==> src/rtl/sprattr_linescan_if.sv <==
// Bus bundle between the CPU decode / line renderer side and sprattr_linescan.
// SEL_W must match the SEL_W of the attached sprattr_linescan instance.
//
// Handshake: a record on out_* transfers on every rising clk edge where
// out_valid and out_ready are both 1. While out_valid=1 and out_ready=0 the
// record is held unchanged. out_valid never depends on out_ready in the same
// cycle. scan_start overrides the handshake and discards any pending record.
interface sprattr_linescan_if #(
  parameter int SEL_W = 6
);
  logic [SEL_W:0]   sprattr_addr;
  logic [31:0]      sprattr_wrdata;
  logic [3:0]       sprattr_bytesel;
  logic             sprattr_wren;
  logic [31:0]      sprattr_rddata;
  logic             scan_start;
  logic [7:0]       scan_line;
  logic             scan_busy;
  logic             scan_done;
  logic             scan_overflow;
  logic [SEL_W:0]   scan_count;
  logic             out_valid;
  logic             out_ready;
  logic [SEL_W-1:0] out_sprnum;
  logic [8:0]       out_x;
  logic [9:0]       out_idx;
  logic [3:0]       out_row;
  logic             out_h16;
  logic             out_hflip;
  logic             out_priority;
  logic [1:0]       out_palette;
  logic [1:0]       dbg_state;

  modport slave (
    input  sprattr_addr, sprattr_wrdata, sprattr_bytesel, sprattr_wren,
           scan_start, scan_line, out_ready,
    output sprattr_rddata, scan_busy, scan_done, scan_overflow, scan_count,
           out_valid, out_sprnum, out_x, out_idx, out_row, out_h16,
           out_hflip, out_priority, out_palette, dbg_state
  );

  modport master (
    output sprattr_addr, sprattr_wrdata, sprattr_bytesel, sprattr_wren,
           scan_start, scan_line, out_ready,
    input  sprattr_rddata, scan_busy, scan_done, scan_overflow, scan_count,
           out_valid, out_sprnum, out_x, out_idx, out_row, out_h16,
           out_hflip, out_priority, out_palette, dbg_state
  );
endinterface

==> src/rtl/sprattr_linescan.sv <==
// Sprite attribute table with a per-scanline evaluator. The CPU reads and
// writes two words per sprite; the video side starts a scan for one line and
// receives the visible sprites, in sprite order, through a one-entry output
// register. dbg_state exposes the scan FSM state (0 idle, 1 scan, 2 drain).
module sprattr_linescan #(
  parameter int NUM_SPR      = 64,
  parameter int SEL_W        = 6,
  parameter int MAX_PER_LINE = 16
) (
  input logic                clk,
  input logic                reset,
  sprattr_linescan_if.slave  bus
);
  localparam logic [31:0]    POS_MASK = 32'h00FF_01FF;
  localparam logic [31:0]    ATT_MASK = 32'h0000_FFFF;
  localparam logic [SEL_W:0] MAX_CNT  = (SEL_W+1)'(MAX_PER_LINE);
  localparam logic [SEL_W-1:0] LAST_SPR = SEL_W'(NUM_SPR - 1);

  typedef enum logic [1:0] {IDLE = 2'd0, SCAN = 2'd1, DRAIN = 2'd2} state_t;

  // Table storage; not reset, undefined until written.
  logic [31:0] pos_mem [NUM_SPR];
  logic [31:0] att_mem [NUM_SPR];

  logic [SEL_W-1:0] cpu_spr;
  logic [31:0]      word_mask, wr_mask, cpu_old, cpu_new;
  logic [31:0]      rddata_d, rddata_q;

  state_t           state_d, state_q;
  logic [7:0]       line_d, line_q;
  logic [SEL_W-1:0] idx_d, idx_q;
  logic [SEL_W:0]   count_d, count_q;
  logic             ovf_d, ovf_q;
  logic             valid_d, valid_q;
  logic [SEL_W-1:0] sprnum_d, sprnum_q;
  logic [8:0]       x_d, x_q;
  logic [9:0]       tidx_d, tidx_q;
  logic [3:0]       row_d, row_q;
  logic             h16_d, h16_q, hflip_d, hflip_q, pri_d, pri_q;
  logic [1:0]       pal_d, pal_q;

  logic [8:0]       scan_x;
  logic [7:0]       scan_y, diff;
  logic [15:0]      scan_att;
  logic             hit, out_free;
  logic [3:0]       hit_row;

  // CPU port: byte-masked merge of the addressed word; reads return the old value.
  always_comb begin
    cpu_spr   = bus.sprattr_addr[SEL_W:1];
    word_mask = bus.sprattr_addr[0] ? ATT_MASK : POS_MASK;
    wr_mask   = {{8{bus.sprattr_bytesel[3]}}, {8{bus.sprattr_bytesel[2]}},
                 {8{bus.sprattr_bytesel[1]}}, {8{bus.sprattr_bytesel[0]}}} & word_mask;
    cpu_old   = bus.sprattr_addr[0] ? att_mem[cpu_spr] : pos_mem[cpu_spr];
    cpu_new   = ((cpu_old & ~wr_mask) | (bus.sprattr_wrdata & wr_mask)) & word_mask;
    rddata_d  = cpu_old & word_mask;
  end

  // Table write port.
  always_ff @(posedge clk) begin
    if (bus.sprattr_wren) begin
      if (bus.sprattr_addr[0]) att_mem[cpu_spr] <= cpu_new;
      else                     pos_mem[cpu_spr] <= cpu_new;
    end
  end

  // Hit test for the sprite under the scan index; diff wraps so Y near 255 reaches the top lines.
  always_comb begin
    scan_x   = pos_mem[idx_q][8:0];
    scan_y   = pos_mem[idx_q][23:16];
    scan_att = att_mem[idx_q][15:0];
    diff     = line_q - scan_y;
    hit      = scan_att[10] ? (diff < 8'd16) : (diff < 8'd8);
    if (!scan_att[12])     hit_row = diff[3:0];
    else if (scan_att[10]) hit_row = 4'd15 - diff[3:0];
    else                   hit_row = {1'b0, 3'd7 - diff[2:0]};
  end

  assign out_free = !valid_q || bus.out_ready;

  // Scan FSM next state and output register load.
  always_comb begin
    state_d  = state_q;
    line_d   = line_q;
    idx_d    = idx_q;
    count_d  = count_q;
    ovf_d    = ovf_q;
    valid_d  = valid_q;
    sprnum_d = sprnum_q;
    x_d      = x_q;
    tidx_d   = tidx_q;
    row_d    = row_q;
    h16_d    = h16_q;
    hflip_d  = hflip_q;
    pri_d    = pri_q;
    pal_d    = pal_q;
    if (valid_q && bus.out_ready) valid_d = 1'b0;
    if (bus.scan_start) begin
      line_d  = bus.scan_line;
      state_d = SCAN;
      idx_d   = '0;
      count_d = '0;
      ovf_d   = 1'b0;
      valid_d = 1'b0;
    end else begin
      case (state_q)
        SCAN: begin
          if (hit && count_q == MAX_CNT) begin
            ovf_d   = 1'b1;
            state_d = DRAIN;
          end else if (!hit || out_free) begin
            if (hit) begin
              valid_d  = 1'b1;
              count_d  = count_q + 1'b1;
              sprnum_d = idx_q;
              x_d      = scan_x;
              tidx_d   = scan_att[9:0];
              row_d    = hit_row;
              h16_d    = scan_att[10];
              hflip_d  = scan_att[11];
              pal_d    = scan_att[14:13];
              pri_d    = scan_att[15];
            end
            if (idx_q == LAST_SPR) state_d = DRAIN;
            else                   idx_d   = idx_q + 1'b1;
          end
        end
        DRAIN:   if (out_free) state_d = IDLE;
        default: ;
      endcase
    end
  end

  // State and output registers; the table itself survives reset.
  always_ff @(posedge clk or negedge reset) begin
    if (!reset) begin
      state_q  <= IDLE;
      line_q   <= '0;
      idx_q    <= '0;
      count_q  <= '0;
      ovf_q    <= 1'b0;
      valid_q  <= 1'b0;
      sprnum_q <= '0;
      x_q      <= '0;
      tidx_q   <= '0;
      row_q    <= '0;
      h16_q    <= 1'b0;
      hflip_q  <= 1'b0;
      pri_q    <= 1'b0;
      pal_q    <= '0;
      rddata_q <= '0;
    end else begin
      state_q  <= state_d;
      line_q   <= line_d;
      idx_q    <= idx_d;
      count_q  <= count_d;
      ovf_q    <= ovf_d;
      valid_q  <= valid_d;
      sprnum_q <= sprnum_d;
      x_q      <= x_d;
      tidx_q   <= tidx_d;
      row_q    <= row_d;
      h16_q    <= h16_d;
      hflip_q  <= hflip_d;
      pri_q    <= pri_d;
      pal_q    <= pal_d;
      rddata_q <= rddata_d;
    end
  end

  // Done fires in the drain cycle that releases the last record, unless a restart arrives.
  assign bus.scan_done      = (state_q == DRAIN) && out_free && !bus.scan_start;
  assign bus.scan_busy      = (state_q != IDLE);
  assign bus.scan_overflow  = ovf_q;
  assign bus.scan_count     = count_q;
  assign bus.sprattr_rddata = rddata_q;
  assign bus.out_valid      = valid_q;
  assign bus.out_sprnum     = sprnum_q;
  assign bus.out_x          = x_q;
  assign bus.out_idx        = tidx_q;
  assign bus.out_row        = row_q;
  assign bus.out_h16        = h16_q;
  assign bus.out_hflip      = hflip_q;
  assign bus.out_priority   = pri_q;
  assign bus.out_palette    = pal_q;
  assign bus.dbg_state      = state_q;
endmodule
==> src/flat_wrapper.sv <==
// flat-port wrapper written by rule: the top's interface ports become plain ports
module sprattr_linescan_flat 
#(
  parameter int NUM_SPR      = 64,
  parameter int SEL_W        = 6,
  parameter int MAX_PER_LINE = 16
)
  (clk, reset, bus_sprattr_addr, bus_sprattr_wrdata, bus_sprattr_bytesel, bus_sprattr_wren, bus_scan_start, bus_scan_line, bus_out_ready, bus_sprattr_rddata, bus_scan_busy, bus_scan_done, bus_scan_overflow, bus_scan_count, bus_out_valid, bus_out_sprnum, bus_out_x, bus_out_idx, bus_out_row, bus_out_h16, bus_out_hflip, bus_out_priority, bus_out_palette, bus_dbg_state);
  sprattr_linescan_if #(.SEL_W(SEL_W)) bus_i ();
  input logic clk;
  input logic reset;
  input wire logic [$bits(bus_i.sprattr_addr)-1:0] bus_sprattr_addr;
  input wire logic [$bits(bus_i.sprattr_wrdata)-1:0] bus_sprattr_wrdata;
  input wire logic [$bits(bus_i.sprattr_bytesel)-1:0] bus_sprattr_bytesel;
  input wire logic [$bits(bus_i.sprattr_wren)-1:0] bus_sprattr_wren;
  input wire logic [$bits(bus_i.scan_start)-1:0] bus_scan_start;
  input wire logic [$bits(bus_i.scan_line)-1:0] bus_scan_line;
  input wire logic [$bits(bus_i.out_ready)-1:0] bus_out_ready;
  output wire logic [$bits(bus_i.sprattr_rddata)-1:0] bus_sprattr_rddata;
  output wire logic [$bits(bus_i.scan_busy)-1:0] bus_scan_busy;
  output wire logic [$bits(bus_i.scan_done)-1:0] bus_scan_done;
  output wire logic [$bits(bus_i.scan_overflow)-1:0] bus_scan_overflow;
  output wire logic [$bits(bus_i.scan_count)-1:0] bus_scan_count;
  output wire logic [$bits(bus_i.out_valid)-1:0] bus_out_valid;
  output wire logic [$bits(bus_i.out_sprnum)-1:0] bus_out_sprnum;
  output wire logic [$bits(bus_i.out_x)-1:0] bus_out_x;
  output wire logic [$bits(bus_i.out_idx)-1:0] bus_out_idx;
  output wire logic [$bits(bus_i.out_row)-1:0] bus_out_row;
  output wire logic [$bits(bus_i.out_h16)-1:0] bus_out_h16;
  output wire logic [$bits(bus_i.out_hflip)-1:0] bus_out_hflip;
  output wire logic [$bits(bus_i.out_priority)-1:0] bus_out_priority;
  output wire logic [$bits(bus_i.out_palette)-1:0] bus_out_palette;
  output wire logic [$bits(bus_i.dbg_state)-1:0] bus_dbg_state;
  assign bus_i.sprattr_addr = bus_sprattr_addr;
  assign bus_i.sprattr_wrdata = bus_sprattr_wrdata;
  assign bus_i.sprattr_bytesel = bus_sprattr_bytesel;
  assign bus_i.sprattr_wren = bus_sprattr_wren;
  assign bus_i.scan_start = bus_scan_start;
  assign bus_i.scan_line = bus_scan_line;
  assign bus_i.out_ready = bus_out_ready;
  assign bus_sprattr_rddata = bus_i.sprattr_rddata;
  assign bus_scan_busy = bus_i.scan_busy;
  assign bus_scan_done = bus_i.scan_done;
  assign bus_scan_overflow = bus_i.scan_overflow;
  assign bus_scan_count = bus_i.scan_count;
  assign bus_out_valid = bus_i.out_valid;
  assign bus_out_sprnum = bus_i.out_sprnum;
  assign bus_out_x = bus_i.out_x;
  assign bus_out_idx = bus_i.out_idx;
  assign bus_out_row = bus_i.out_row;
  assign bus_out_h16 = bus_i.out_h16;
  assign bus_out_hflip = bus_i.out_hflip;
  assign bus_out_priority = bus_i.out_priority;
  assign bus_out_palette = bus_i.out_palette;
  assign bus_dbg_state = bus_i.dbg_state;
  sprattr_linescan #(.NUM_SPR(NUM_SPR), .SEL_W(SEL_W), .MAX_PER_LINE(MAX_PER_LINE)) u_core (.clk(clk), .reset(reset), .bus(bus_i));
endmodule
==> config.mk <==
export PLATFORM = sky130hd
export DESIGN_NAME = sprattr_linescan_flat
export DESIGN_NICKNAME = d
export VERILOG_FILES = /design/src/rtl/sprattr_linescan_if.sv /design/src/rtl/sprattr_linescan.sv /design/src/flat_wrapper.sv
export SDC_FILE = /design/constraint.sdc
export NUM_CORES = 2
export LEC_CHECK = 0
export BUFFER_PORTS_ARGS = -buffer_cell sky130_fd_sc_hd__buf_2
export CAP_MARGIN = 10
export CORE_ASPECT_RATIO = 0.7
export CORE_MARGIN = 1.5
export CORE_UTILIZATION = 40
export CTS_CLUSTER_SIZE = 12
export DETAILED_ROUTE_END_ITERATION = 16
export PLACE_DENSITY_LB_ADDON = 0.1
export SETUP_SLACK_MARGIN = 0.15
export SYNTH_ARGS = -nofsm -noshare
export SYNTH_HDL_FRONTEND = slang
export SYNTH_SLANG_ARGS = --single-unit
==> constraint.sdc <==
create_clock -name clk -period 14.6 [get_ports clk]
set_clock_uncertainty 0.1 [all_clocks]
set_input_delay 2.92 -clock clk [delete_from_list [all_inputs] [get_ports clk]]
set_output_delay 2.92 -clock clk [all_outputs]
set_load 0.02 [all_outputs]
# Yosys cells after proc, flatten, opt, wreduce, memory -nomap -nowiden

Memories as Yosys holds them, arrays and structs flattened.
Cells that the tools add are included.

RAM bits: 4096
Memories: 2
Input bits: 56
Register bits: 91

Memory list:

| name           | words | width | rd ports | clocked after memory_dff | write ports | line                   | text |
|---|---|---|---|---|---|---|---|
| u_core.att_mem | 64    | 32    | 2        | 0                        | 1           | sprattr_linescan.sv:23 | `logic [31:0] att_mem [NUM_SPR];` |
| u_core.pos_mem | 64    | 32    | 2        | 0                        | 1           | sprattr_linescan.sv:22 | `logic [31:0] pos_mem [NUM_SPR];` |

Add/sub/neg operators: 5
Reductions and logical operators: 20
Multiplexer cells: 36
Bitwise operators: 9
Eq/ne operators: 9
Order comparisons: 2

Operators by type and width:

| cell                  | number |
|---|---|
| $and A32 B32 Y32      | 5 |
| $mux W7               | 5 |
| $mux W32              | 1 |
| $not A32 Y32          | 1 |
| $or A32 B32 Y32       | 1 |
| $mux W6               | 5 |
| $mux W24              | 1 |
| $mux W1               | 16 |
| $reduce_and A4 Y1     | 3 |
| $mux W2               | 5 |
| $reduce_bool A2 Y1    | 5 |
| $lt A8 B4 Y1 const B  | 1 |
| $lt A8 B5 Y1 const B  | 1 |
| $mux W4               | 2 |
| $ne A4 B2 Y1 const B  | 2 |
| $sub A8 B8 Y8         | 1 |
| $add A7 B1 Y7 const B | 1 |
| $eq A7 B5 Y1 const B  | 1 |
| $add A6 B1 Y6 const B | 1 |
| $eq A6 B6 Y1 const B  | 1 |
| $reduce_and A5 Y1     | 1 |
| $logic_and A1 B1 Y1   | 4 |
| $ne A2 B2 Y1 const B  | 2 |
| $pmux W2 S2           | 1 |
| other kinds (10)      | 14 |

# Logic depth before layout (Yosys ltp)

An unclocked memory read counts as a cell.

Word-level depth: 10
Gate-level depth with buffers: 23

# Least setup slack after synthesis

No wires, ideal clock.

Path kind: input to register
Start: input port bus_sprattr_addr[1]
End: memory u_core.att_mem[0][6], data pin
Required time: 13.275 ns
Data arrival time: 10.361 ns
Cell stages on the path: 12
Slack: 2.914 ns
Library setup time: 1.225 ns
Cells stage by stage: clkbuf_1 > nor3_1 > clkbuf_1 > clkbuf_1 > buf_1 > clkbuf_1 > a22oi_1 > a31oi_1 > a21oi_1 > o21ai_0 > a21oi_1 > o31ai_1

Longest elaborated chain between the ends: 5
Elaborated cells between the ends (all ways): 6

Ends and longest elaborated chain:

| item                               | line                   | text |
|---|---|---|
| from (decl)                        | flat_wrapper.sv:12     | `input wire logic [$bits(bus_i.sprattr_addr)-1:0] bus_sprattr_addr;` |
| $mem_v2 Z64 W32 (on tied branches) | n/a                    |  |
| $mux W32 *                         | sprattr_linescan.sv:54 | `cpu_old = bus.sprattr_addr[0] ? att_mem[cpu_spr] : pos_mem[cpu_spr];` |
| $and A32 B32 Y32 *                 | sprattr_linescan.sv:55 | `cpu_new = ((cpu_old & ~wr_mask) \| (bus.sprattr_wrdata & wr_mask)) & word_mask;` |
| $or A32 B32 Y32 *                  | sprattr_linescan.sv:55 |  |
| $and A32 B32 Y32 *                 | sprattr_linescan.sv:55 |  |
| net u_core.cpu_new[6]              | sprattr_linescan.sv:26 | `logic [31:0] word_mask, wr_mask, cpu_old, cpu_new;` |
| to (decl)                          | sprattr_linescan.sv:23 |  |

Mark *: on every way through the listed nets, which the timed path passes. The rest lies on a longest branch.

# Final worst setup path

Start: register u_core.idx_q[3]
End: register u_core.tidx_q[2] (netlist: u_core.bus.out_idx[2])

Longest elaborated chain between the ends: 7
Elaborated cells between the ends (all ways): 11

Ends and longest elaborated chain:

| item                                                    | line                                             | text |
|---|---|---|
| from (decl)                                             | sprattr_linescan.sv:31                           | `logic [SEL_W-1:0] idx_d, idx_q;` |
| from (signal assigned)                                  | sprattr_linescan.sv:155                          | `idx_q <= idx_d;` |
| $mem_v2 Z64 W32                                         | n/a                                              |  |
| $sub A8 B8 Y8                                           | sprattr_linescan.sv:72                           | `diff = line_q - scan_y;` |
| $lt A8 B4 Y1 or $lt A8 B5 Y1 (tied branches)            | sprattr_linescan.sv:73                           | `hit = scan_att[10] ? (diff < 8'd16) : (diff < 8'd8);` |
| $mux W1                                                 | sprattr_linescan.sv:73                           |  |
| $logic_not A1 Y1 or $logic_and A1 B1 Y1 (tied branches) | sprattr_linescan.sv:111, sprattr_linescan.sv:108 |  |
| $logic_or A1 B1 Y1 or $not A1 Y1 (tied branches)        | n/a                                              |  |
| $reduce_and A5 Y1 (no line)                             | n/a                                              |  |
| to (signal assigned)                                    | sprattr_linescan.sv:161                          | `tidx_q <= tidx_d;` |
| to (decl)                                               | sprattr_linescan.sv:37                           | `logic [9:0] tidx_d, tidx_q;` |

Parallel ways exist; a longest one is shown, timed or not.
A chain may end at the register's enable or synchronous reset.

==> results.py <==
metrics = {
    "placed_design": {
        "place_area_sq_mm": 0.103,
        "portBuffers": 117,
        "placedCellCount": 8467,
        "place_hpwl_microns": 224000,
        "gp_congestion": 0.867,
    },
    "run_status": {
        "status": "completed",
    },
    "worst_hold_path": {
        "hold_path.startpoint": "u_core.bus.out_idx[5]",
        "min_path_type": "register to register",
    },
    "power_and_ir_drop": {
        "irDropWorstVdd_uv": 95.6,
        "power_mw": 14.1,
        "powerDensity_mw_per_mm2": 129,
        "leakagePower_nw": 32.9,
    },
    "routing": {
        "drt_first_pass_iters": 8,
        "wl_per_cell_microns": 43.7,
        "via_count": 62500,
        "drc": 0,
        "routed_wl_microns": 387000,
        "final_antenna_net_count": 0,
        "drt_iter0_markers": 10500,
        "vias_per_cell": 7.05,
    },
    "sta": {
        "hold_viol_final": 0,
        "whs_ns": 0.400,
        "slew_violations": 0,
        "rsz0062_at_grt": "no",
        "max_slew_margin_pct": 16.8,
        "setup_viol": 0,
        "fin_crit_ns": 8.75,
        "worst_slew_pin_slew_ns": 1.25,
        "setup_tns_ns": 0,
        "fin_crit_sh_pct": 60.0,
        "max_freq_mhz": 114,
    },
    "clock_network": {
        "cts_hold_buf": 0,
        "cts_buffer_depth": 4,
        "cts_tree": "yes",
        "cts-buffers-inserted": 224,
        "cts_sinks": 2195,
        "htreeDepth": 4,
        "cts_root_buf": "clkbuf_16",
        "clk-insertion-delay-late_ns": 0.91,
        "cts.clk_slew.worst_paths_ns": 0.06,
        "ctsResizeCount": 0,
        "cts_setup_buffers": 0,
    },
    "worst_setup_path": {
        "cp_num_buf_inv": 5,
        "crit_fanout": 38,
        "critPathCapture": "u_core.bus.out_idx[2]",
        "slowest_delay_ns": 0.87,
        "cp-startpoint": "u_core.idx_q[3]",
        "startpoint_type": "register",
        "cp_slowest_cell": "buf_4",
        "cp_num_cells": 17,
        "cp_top_family": "buffers and inverters",
        "cp.arrival_ns": 9.40,
        "rr_endpoint": "u_core.bus.out_idx[2]",
        "r2r-start": "u_core.idx_q[3]",
        "reg2reg_depth": 17,
        "cp.required_ns": 15.25,
        "rrSetupSlack_ns": 5.85,
        "critPathKind": "register to register",
        "timing.critical_path.mode_cell": "buf_4",
        "crit_chain": "inv_8, buf_4, buf_4, mux4_2, mux4_2, inv_1, ha_1, nor2b_1, o21ai_0, a21oi_1, o311ai_0, a21oi_1, xor2_1, nand4_1, nor2_4, buf_4, mux2_2",
        "crit_path_end_kind": "register",
    },
    "grt": {
        "grt_usage_pct": 31.1,
        "grt_pass1_wl_microns": 524000,
        "grt_util_met3_pct": 8.11,
        "grtUsageMet1_pct": 44.7,
        "grt_max_degree": 118,
        "busiest_layer": "met2",
        "antenna_found_initial": 13,
        "met2_usage_pct": 45.8,
        "gr-total-overflow": 0,
        "first_global_vias": 59800,
    },
    "synthesis": {
        "synth_top_family_by_area": "multiplexers",
        "synthSimpleGateAreaFrac_pct": 2.52,
        "async_flop_share_pct": 3.78,
        "synthesis.area_sq_mm": 0.0971,
        "synth_xor_area_share_pct": 0.0812,
        "synth-seq-cells": 2195,
        "synth_seq_area_share_pct": 67.5,
        "synth_edf_count": 2112,
        "synthAdderAreaFrac_pct": 0.162,
        "synth_mux_area_share_pct": 16.7,
        "yosysUniqueCellTypes": 79,
        "syn_avg_cell_area_sq_um": 18.2,
        "synthCells": 5336,
        "synth-compound-area-share_pct": 10.8,
        "synth_ff_type": "edfxtp_1",
        "ys_warn_count": 0,
    },
    "die": {
        "io_pins": 135,
        "rows": 151,
        "die_height_microns": 415,
        "dieArea_sq_mm": 0.246,
        "fp.coreArea_sq_mm": 0.242,
        "initial_core_util_pct": 40.2,
        "die_w_microns": 592,
    },
    "final_layout": {
        "final_common_cell": "edfxtp_1",
        "syn_to_final_growth_pct": 12.4,
        "mostFrequentLayoutCells": "edfxtp_1 (2112), a22oi_1 (761), mux4_2 (681)",
        "final_cell_area_sq_mm": 0.109,
        "fin_nets": 5548,
        "final_cell_count_no_fill": 8861,
        "drive_gt1_share_pct": 27.5,
    },
    "run": {
        "drv_cap": 0,
    },
}
==> state kept, by name, indices dropped and copies added (netlist names), 2 cells and up <==
name                       flops
u_core.bus.out_x               9
u_core.bus.scan_count          7
u_core.att_mem              1024
u_core.bus.out_idx            10
u_core.line_q                  8
u_core.pos_mem              1088
u_core.bus.dbg_state           2
u_core.idx_q                   6
u_core.bus.out_sprnum          6
u_core.bus.out_palette         2
u_core.bus.sprattr_rddata     24
u_core.bus.out_row             4
==> cell type report <==
type | count | area [sq um]
fillers | 20500 | 133000
well taps | 3213 | 4020
inverters | 25 | 103
clock inverters | 43 | 248
diodes | 9 | 22.5
repair buffers | 370 | 2700
clock buffers | 342 | 6260
flip-flops and latches | 2195 | 65500
multi-input cells | 2664 | 30200
==> logic make-up (layout without fill, tap and decap cells) <==
family	after synthesis	after routing
other	1	17
buffers and inverters	484	780
XOR/XNOR	9	9
multiplexers	761	761
adder cells (fa/ha/maj)	12	12
flip-flops	2195	2195
AND/OR/NAND/NOR	494	494
AO/OA/AOI/OAI	1380	1380
==> per-layer routing <==
layer  wire length, microns  up-vias
li1                       -    23600
met5                     92        -
met1                 156000    33400
met2                 170000     4788
met4                  15800       16
met3                  45400      708
==> stage by stage <==
stage          utilization (%)  setup slack (ns)
2_1_floorplan                -              2.91
3_3_place_gp              42.4              5.46
3_5_place_dp              42.4              5.37
4_1_cts                   45.1              5.80
5_1_grt                   45.1              5.36
6_report                  45.1              5.85
==> power breakdown <==
part	total, mW	internal [mW]	switching [mW]
combinational	1.55	0.542	1.01
sequential	7.12	7.08	0.0462
clock	5.40	2.96	2.45
total	14.1	10.6	3.50
==> worst min-delay path by stage <==
stage                               endpoint  cells after the start
global route           u_core.bus.out_idx[1]                      1
floorplan                   u_core.line_q[2]                      1
finish                 u_core.bus.out_idx[5]                      1
CTS                    u_core.bus.out_idx[5]                      1
detailed placement      u_core.bus.out_hflip                      1
global placement    u_core.bus.scan_overflow                      2
==> synth_stat cells, types with 4 or more instances <==
master / instances / area share (%)
a211oi_1: 4 / 0.031
a21oi_1: 66 / 0.34
a221oi_1: 144 / 1.3
a222oi_1: 8 / 0.082
a22o_1: 134 / 1.2
a22oi_1: 761 / 5.9
a311oi_1: 8 / 0.072
a31oi_1: 100 / 0.64
a41oi_1: 50 / 0.45
and2_1: 10 / 0.064
and3_1: 7 / 0.045
and3b_1: 4 / 0.036
buf_1: 78 / 0.30
buf_2: 50 / 0.26
buf_4: 22 / 0.17
buf_6: 26 / 0.30
clkbuf_1: 281 / 1.1
dfrtp_1: 83 / 2.1
edfxtp_1: 2112 / 65
ha_1: 11 / 0.14
inv_1: 20 / 0.077
mux2_2: 60 / 0.70
mux2i_1: 19 / 0.20
mux4_2: 681 / 16
nand2_1: 67 / 0.26
nand2b_1: 13 / 0.084
nand3_1: 34 / 0.18
nand4_1: 108 / 0.70
nor2_1: 184 / 0.71
nor2b_1: 16 / 0.10
nor3_1: 11 / 0.057
nor4_1: 18 / 0.12
nor4b_1: 4 / 0.036
o2111ai_1: 5 / 0.045
o211a_1: 8 / 0.082
o211ai_1: 17 / 0.13
o21ai_0: 34 / 0.18
o22ai_1: 4 / 0.026
xnor2_1: 6 / 0.054
(Power assumes the default switching activity.)
